### src/rtl/vu_pkg.sv
// -----------------------------------------------------------------------------
// vu_pkg
// Shared definitions for the VU-meter level display:
//   - GRB colour constants for the three bar zones and the off pixel
//   - default WS2812 bit / latch timing in system clock cycles
//   - state enums for the UART receiver and the pixel serializer
// -----------------------------------------------------------------------------
package vu_pkg;

    // Colours are packed GRB, most significant byte first on the wire.
    localparam logic [23:0] COL_GREEN  = 24'h100000;
    localparam logic [23:0] COL_YELLOW = 24'h101000;
    localparam logic [23:0] COL_RED    = 24'h001000;
    localparam logic [23:0] COL_OFF    = 24'h000000;

    // WS2812 timing at a 50 MHz clock.
    localparam int WS_T0H    = 20;
    localparam int WS_T1H    = 40;
    localparam int WS_TBIT   = 63;
    localparam int WS_TRESET = 2600;

    localparam int BITS_PER_PIXEL = 24;

    typedef enum logic [1:0] {
        UART_IDLE,
        UART_START,
        UART_DATA,
        UART_STOP
    } uart_state_t;

    typedef enum logic [1:0] {
        DRV_IDLE,
        DRV_BIT_HIGH,
        DRV_BIT_LOW,
        DRV_LATCH
    } drv_state_t;

endpackage

### src/rtl/uart_rx_8n1.sv
// -----------------------------------------------------------------------------
// uart_rx_8n1
// 8N1 UART receiver, LSB first, with a two-flop synchroniser on the line.
// Ports:
//   i_clk    system clock
//   i_rst    synchronous active-high reset
//   i_rx     asynchronous serial line, idle high
//   o_data   last correctly framed byte
//   o_valid  one-cycle strobe when o_data carries a new byte
// -----------------------------------------------------------------------------
module uart_rx_8n1
    import vu_pkg::*;
#(
    parameter int CLKS_PER_BIT = 416
) (
    input  logic       i_clk,
    input  logic       i_rst,
    input  logic       i_rx,
    output logic [7:0] o_data,
    output logic       o_valid
);

    localparam int CW = $clog2(CLKS_PER_BIT);
    localparam logic [CW-1:0] FULL_LAST = CW'(CLKS_PER_BIT - 1);
    localparam logic [CW-1:0] HALF_LAST = CW'(CLKS_PER_BIT / 2 - 1);

    logic          rx_meta;
    logic          rx_sync;
    uart_state_t   state;
    logic [CW-1:0] cnt;
    logic [2:0]    bit_idx;
    logic [7:0]    shreg;

    // NOTE: sequential state is always assigned with <= so every flop samples
    // the pre-edge values; mixing in = here would create ordering-dependent logic.
    always_ff @(posedge i_clk) begin
        if (i_rst) begin
            rx_meta <= 1'b1;
            rx_sync <= 1'b1;
            state   <= UART_IDLE;
            cnt     <= '0;
            bit_idx <= '0;
            shreg   <= '0;
            o_data  <= '0;
            o_valid <= 1'b0;
        end else begin
            rx_meta <= i_rx;
            rx_sync <= rx_meta;
            o_valid <= 1'b0;

            case (state)
                UART_IDLE: begin
                    cnt <= '0;
                    if (!rx_sync) state <= UART_START;
                end

                // Re-check the line half a bit in; a short low pulse is a glitch.
                UART_START: begin
                    if (cnt == HALF_LAST) begin
                        cnt     <= '0;
                        bit_idx <= '0;
                        state   <= rx_sync ? UART_IDLE : UART_DATA;
                    end else begin
                        cnt <= cnt + 1'b1;
                    end
                end

                UART_DATA: begin
                    if (cnt == FULL_LAST) begin
                        cnt   <= '0;
                        shreg <= {rx_sync, shreg[7:1]};
                        if (bit_idx == 3'd7) state <= UART_STOP;
                        else                 bit_idx <= bit_idx + 1'b1;
                    end else begin
                        cnt <= cnt + 1'b1;
                    end
                end

                // A low stop bit is a framing error: the byte is dropped.
                UART_STOP: begin
                    if (cnt == FULL_LAST) begin
                        cnt   <= '0;
                        state <= UART_IDLE;
                        if (rx_sync) begin
                            o_data  <= shreg;
                            o_valid <= 1'b1;
                        end
                    end else begin
                        cnt <= cnt + 1'b1;
                    end
                end

                default: state <= UART_IDLE;
            endcase
        end
    end

endmodule

### src/rtl/vu_level_display.sv
// -----------------------------------------------------------------------------
// vu_level_display
// Receives a level byte over UART and renders it as a bar graph on a WS2812
// chain: pixels 0..level-1 lit in green/yellow/red zones, the rest off.
// Ports:
//   i_clk        system clock (50 MHz nominal)
//   i_rst        synchronous active-high reset
//   i_rx         UART receive line, idle high
//   o_npxl_data  WS2812 one-wire data
//   o_rdy        high when no frame is being sent and none is pending
// -----------------------------------------------------------------------------
module vu_level_display
    import vu_pkg::*;
#(
    parameter int CLKS_PER_BIT = 416,
    parameter int NUM_LEDS     = 20,
    parameter int GREEN_N      = 12,
    parameter int YELLOW_N     = 5,
    parameter int T0H          = WS_T0H,
    parameter int T1H          = WS_T1H,
    parameter int TBIT         = WS_TBIT,
    parameter int TRESET       = WS_TRESET
) (
    input  logic i_clk,
    input  logic i_rst,
    input  logic i_rx,
    output logic o_npxl_data,
    output logic o_rdy
);

    localparam int LW = $clog2(NUM_LEDS + 1);
    localparam int PW = $clog2(NUM_LEDS);
    localparam int BW = $clog2(BITS_PER_PIXEL);
    localparam int TW = $clog2((TRESET > TBIT) ? TRESET : TBIT);

    localparam logic [PW-1:0] LAST_PIX    = PW'(NUM_LEDS - 1);
    localparam logic [BW-1:0] LAST_BIT    = BW'(BITS_PER_PIXEL - 1);
    localparam logic [BW-1:0] SECOND_BIT  = BW'(BITS_PER_PIXEL - 2);
    localparam logic [TW-1:0] T0H_LAST    = TW'(T0H - 1);
    localparam logic [TW-1:0] T1H_LAST    = TW'(T1H - 1);
    localparam logic [TW-1:0] TBIT_LAST   = TW'(TBIT - 1);
    localparam logic [TW-1:0] TRESET_LAST = TW'(TRESET - 1);

    // Zone colour of pixel idx for a bar of height lvl.
    function automatic logic [23:0] colour_of(input int idx, input int lvl);
        if (idx >= lvl)                  return COL_OFF;
        else if (idx < GREEN_N)          return COL_GREEN;
        else if (idx < GREEN_N + YELLOW_N) return COL_YELLOW;
        else                             return COL_RED;
    endfunction

    logic [7:0]    rx_byte;
    logic          rx_valid;

    logic [LW-1:0] level;
    logic [LW-1:0] frame_level;
    logic          pending;

    drv_state_t    state;
    logic [PW-1:0] pix;
    logic [BW-1:0] bit_idx;
    logic [TW-1:0] tcnt;
    logic          bit_one;

    logic [23:0]   next_col;
    logic          next_one;
    logic [23:0]   first_col;
    logic          launch;

    uart_rx_8n1 #(
        .CLKS_PER_BIT(CLKS_PER_BIT)
    ) u_rx (
        .i_clk  (i_clk),
        .i_rst  (i_rst),
        .i_rx   (i_rx),
        .o_data (rx_byte),
        .o_valid(rx_valid)
    );

    // Value of the bit that follows the one currently on the wire, and the
    // first bit of a frame about to be launched from the pending level.
    always_comb begin
        // NOTE: every combinational output gets a default first so no path
        // leaves it unassigned, which would infer a latch.
        next_col = COL_OFF;
        next_one = 1'b0;
        if (bit_idx == LAST_BIT) begin
            next_col = colour_of(int'(pix) + 1, int'(frame_level));
            next_one = next_col[23];
        end else begin
            next_col = colour_of(int'(pix), int'(frame_level));
            next_one = next_col[SECOND_BIT - bit_idx];
        end

        first_col = colour_of(0, int'(level));

        // A frame starts from idle, or straight out of the latch gap.
        launch = pending &&
                 ((state == DRV_IDLE) ||
                  (state == DRV_LATCH && tcnt == TRESET_LAST));
    end

    always_ff @(posedge i_clk) begin
        if (i_rst) begin
            state       <= DRV_IDLE;
            o_npxl_data <= 1'b0;
            o_rdy       <= 1'b1;
            level       <= '0;
            frame_level <= '0;
            pending     <= 1'b0;
            pix         <= '0;
            bit_idx     <= '0;
            tcnt        <= '0;
            bit_one     <= 1'b0;
        end else begin
            case (state)
                DRV_IDLE: ;

                DRV_BIT_HIGH: begin
                    if (tcnt == (bit_one ? T1H_LAST : T0H_LAST)) begin
                        o_npxl_data <= 1'b0;
                        state       <= DRV_BIT_LOW;
                    end
                    tcnt <= tcnt + 1'b1;
                end

                // The bit period runs on from the high phase; the next bit
                // starts with no gap, across pixel boundaries too.
                DRV_BIT_LOW: begin
                    if (tcnt == TBIT_LAST) begin
                        tcnt <= '0;
                        if (bit_idx == LAST_BIT && pix == LAST_PIX) begin
                            state <= DRV_LATCH;
                        end else begin
                            o_npxl_data <= 1'b1;
                            bit_one     <= next_one;
                            state       <= DRV_BIT_HIGH;
                            if (bit_idx == LAST_BIT) begin
                                bit_idx <= '0;
                                pix     <= pix + 1'b1;
                            end else begin
                                bit_idx <= bit_idx + 1'b1;
                            end
                        end
                    end else begin
                        tcnt <= tcnt + 1'b1;
                    end
                end

                DRV_LATCH: begin
                    if (tcnt == TRESET_LAST) begin
                        tcnt <= '0;
                        if (!pending) begin
                            state <= DRV_IDLE;
                            o_rdy <= 1'b1;
                        end
                    end else begin
                        tcnt <= tcnt + 1'b1;
                    end
                end

                default: state <= DRV_IDLE;
            endcase

            if (launch) begin
                pending     <= 1'b0;
                frame_level <= level;
                pix         <= '0;
                bit_idx     <= '0;
                tcnt        <= '0;
                bit_one     <= first_col[23];
                o_npxl_data <= 1'b1;
                o_rdy       <= 1'b0;
                state       <= DRV_BIT_HIGH;
            end

            // Placed after the launch so a byte landing on the launch cycle
            // stays pending for the following frame.
            if (rx_valid) begin
                level   <= (int'(rx_byte) > NUM_LEDS) ? LW'(NUM_LEDS) : LW'(rx_byte);
                pending <= 1'b1;
            end
        end
    end

endmodule

### config.mk
export PLATFORM = sky130hd
export DESIGN_NAME = vu_level_display
export DESIGN_NICKNAME = d
export VERILOG_FILES = /design/src/rtl/vu_pkg.sv /design/src/rtl/uart_rx_8n1.sv /design/src/rtl/vu_level_display.sv
export SDC_FILE = /design/constraint.sdc
export NUM_CORES = 1
export LEC_CHECK = 0
export ABC_AREA = 0
export ABC_CLOCK_PERIOD_IN_PS = 3400
export CELL_PAD_IN_SITES_DETAIL_PLACEMENT = 0
export CELL_PAD_IN_SITES_GLOBAL_PLACEMENT = 1
export CORE_MARGIN = 2
export CORE_UTILIZATION = 48
export DETAILED_ROUTE_END_ITERATION = 6
export HOLD_SLACK_MARGIN = 0.1
export PLACE_DENSITY_LB_ADDON = 0.1
export SLEW_MARGIN = 20
export SYNTH_ARGS = -nofsm -noshare
export SYNTH_HDL_FRONTEND = slang
export SYNTH_SLANG_ARGS = --single-unit
### constraint.sdc
create_clock -name i_clk -period 3.4 [get_ports i_clk]
set_clock_uncertainty 0.15 [all_clocks]
set_input_delay 0.34 -clock i_clk [delete_from_list [all_inputs] [get_ports i_clk]]
set_output_delay 0.34 -clock i_clk [all_outputs]
set_load 0.01 [all_outputs]
==> results_dict.tcl <==
set metrics [dict create \
    cp_slowest_cell "or4_1" \
    power.share.switching_pct 22.9 \
    crit_top_cell "or4_1" \
    powerDensity_nw_per_um2 439 \
    worstSetupPathType "register to register" \
    async_flop_share_pct 0 \
    end_kind "register" \
    cts-hold-fix-buffers 0 \
    ios 5 \
    drc_errors 0 \
    layout.nets 393 \
    outcome "completed" \
    grt_pass1_wl_mm 10.8 \
    ctsResizeCount 0 \
    rr_startpoint "tcnt[6]" \
    cts_setup_buffers 0 \
    cp.required_ps 3510 \
    synth-edff-count 0 \
    grt_max_degree 39 \
    syn-num-nets 387 \
    antenna_left 0 \
    multiInputGateArea_sq_um 1780 \
    hpwl_mm 4.24 \
    drt-wirelength-per-cell_um 13.4 \
    use_met1_pct 24.6 \
    period_needed_ps 2600 \
    n_antenna_cell 0 \
    die_w_um 87.1 \
    yosysWarnings 0 \
    die_y_um 87.1 \
    grt_overflow 0 \
    p_leak_nw 1.48 \
    max-slew-margin-rel_pct 59.6 \
    max_freq_ghz 0.384 \
    seqPwrFrac_pct 52.8 \
    dp_slack_ps 835 \
    use_met2_pct 28.1 \
    antenna_found_initial 0 \
    gp_congestion 0.777 \
    synthCells 367 \
    maxCapViolations 0 \
    ys.flop_type "dfxtp_1" \
    rr_endpoint "bit_idx[3]" \
    layout_setup_ws_ps 796 \
    slowest_delay_ps 700 \
    drive_above_1_share_pct 7.94 \
    synth_cell_types 48 \
    n_fill_cell 650 \
    cp_max_fo 9 \
    min_from "u_rx.rx_meta" \
    synth-seq-cells 71 \
    seqCellArea_sq_um 1420 \
    vias 2522 \
    cts_inserted_buffers 9 \
    cts_tree "built" \
    holdPathEnd "u_rx.rx_sync" \
    path_cells "or4_1 -> or4_1 -> or4_1 -> a21oi_1" \
    grt_usage_pct 18.1 \
    vias_per_cell 5.51 \
    yosysSeqAreaShare_pct 42.9 \
    area_growth_pct 9.77 \
    min_path_cells 1 \
    postRouteWirelength_mm 6.14 \
    path_buf_inv 0 \
    rows 30 \
    min_path_type "register to register" \
    cp_top_family "simple AND/OR/NAND/NOR gates" \
    synth_area_per_cell_sq_um 9.04 \
    slew_viol_final 0 \
    p_int_mw 1.23 \
    finalSetupTns_ps 0 \
    drt_iter0_drc 59 \
    htree_levels 3 \
    reg2regPathDepth 4 \
    cp.arrival_ps 2720 \
    grt.busiest_layer "met2" \
    vdd_ir_drop_max_uv 245 \
    startpoint_type "register" \
    p_switching_mw 0.366 \
    synthesis.area_sq_um 3320 \
    clk_path_buf_depth 2 \
    dieArea_sq_um 7590 \
    grt_setup_unrepaired "false" \
    cp-startpoint "tcnt[6]" \
    start_util_pct 49.1 \
    dr.pass1.iters 4 \
    setup_viol 0 \
    root_buffer "clkbuf_8" \
    grt_pass1_vias 2290 \
    clk-insertion-delay-late_ps 330 \
    grtUsageMet3_pct 4.55 \
    finalCritPeriodShare_pct 76.6 \
    clkTransAtPathRegs_ps 80 \
    io_buffers 4 \
    core_sq_um 6760 \
    clock_power_share_pct 42.7 \
    yosysTopAreaCell "dfxtp_1" \
    worst_slew_pin_slew_ps 604 \
    p_comb_share_pct 4.5 \
    r2r_slack_ps 800 \
    synthTopCellsByArea "dfxtp_1 43%, nor2_1 7.0%, mux2i_1 6.9%" \
    synth_top_area_share_pct 42.9 \
    cts.sinks 71 \
    finalHoldViolations 0 \
]
## sequential cells by signal, summed over array words and instances (netlist names), named ones only
signal	cells
bit_idx	5
bit_one	1
frame_level	5
level	5
o_npxl_data	1
o_rdy	1
pending	1
pix	5
state	2
tcnt	12
u_rx.bit_idx	3
u_rx.cnt	9
u_rx.o_data	8
u_rx.o_valid	1
u_rx.rx_meta	1
u_rx.rx_sync	1
u_rx.shreg	8
u_rx.state	1
## cells by family (layout without fill, tap and decap cells)
logic type                 after synthesis  in the layout  synth area share, %
DFF                                     71             71                 42.9
muxes                                   23             23                 6.94
buffers and inverters                   31             42                 3.62
AOI/OAI and AO/OA                       57             57                 11.6
xor gates and xnor gates                17             17                 4.49
and+or+nand+nor                        151            151                 24.1
adders and majority gates               17             17                 6.41
## worst reg2reg max path, delay by kind of cell, from the launching register on
family	cells	cell delay, ps
simple gates	3	1890
flops	1	350
compound gates	1	140
## power by group through the flow
stage	registers, mW	logic (mW)	clock network, mW
4_1_cts	0.844	0.0719	0.716
3_5_place_dp	0.863	0.0713	0
2_1_floorplan	0.861	0.0539	0
5_1_grt	0.845	0.0805	0.756
6_report	0.844	0.0715	0.683
3_3_place_gp	0.863	0.0710	0
## Yosys cell counts (7+ instances only)
cell type / count
dfxtp_1: 71
nor2_1: 62
mux2i_1: 23
inv_1: 18
a21oi_1: 17
ha_1: 17
nand2_1: 12
nand3_1: 11
clkbuf_1: 10
nand4_1: 9
xnor2_1: 9
nor2b_1: 8
xor2_1: 8
and3_1: 7
o21ai_0: 7
## routing by layer
layer,vias to the layer above,wire length [um]
met2,13,2760
li1,1314,-
met5,-,0
met3,7,113
met1,1188,3170
met4,0,102
## layout by cell type, fill, tap and decap left out, drive strengths merged, types with 2 or more instances in the layout
master         netlist  routed
o41ai                2       2
o21ai                9       9
and3                 7       7
or2                  3       3
nor2b                8       8
nand2b               5       5
o31ai                3       3
buf                  3       4
a21oi               17      17
or4                  3       3
ha                  17      17
or3                  5       5
nor4                 4       4
clkinv               0       2
clkbuf              10      11
xnor2                9       9
mux2i               23      23
a21o                 5       5
a31oi                2       2
xor2                 8       8
nor3                 3       3
nand2               12      12
nand4b               4       4
a211oi               3       3
o21a                 2       2
or4b                 4       4
o211ai               2       2
nand3b               5       5
clkdlybuf4s50        0       4
nand4                9       9
inv                 18      20
a311oi               4       4
nor2                62      62
nand3               11      11
or3b                 2       2
dfxtp               71      71
## worst max-delay path by stage
stage	cells past startpoint	to	slack (ps)
after floorplan	6	bit_idx[3]	980
after global placement	4	bit_idx[3]	850
after detailed placement	4	bit_idx[3]	840
after CTS	4	bit_idx[3]	810
after global routing	4	bit_idx[3]	690
final	4	bit_idx[3]	800
## cell type report
class / count / area share [%]
clock buffer: 11 / 3.88
clock inverter: 5 / 1.79
inverter: 18 / 1.86
multi-input combinational: 265 / 48.8
sequential: 71 / 39.0
tap: 80 / 2.75
timing repair buffer: 8 / 1.92
## through the flow
| stage | util (%) | std cells | power [mW] | area (sq um) | hold WS [ps] |
|---|---|---|---|---|---|
| final | 53.9 | 458 | 1.60 | 3640 | 266 |
| after global routing | 53.9 | 458 | 1.68 | 3640 | 290 |
| after CTS | 53.9 | 458 | 1.63 | 3640 | 271 |
| after detailed placement | 50.8 | 442 | 0.934 | 3430 | 248 |
| after global placement | 50.8 | 442 | 0.934 | 3430 | 245 |
| after floorplan | - | 367 | 0.915 | 3320 | 239 |
Note: power is estimated with default switching activity, not from simulation.
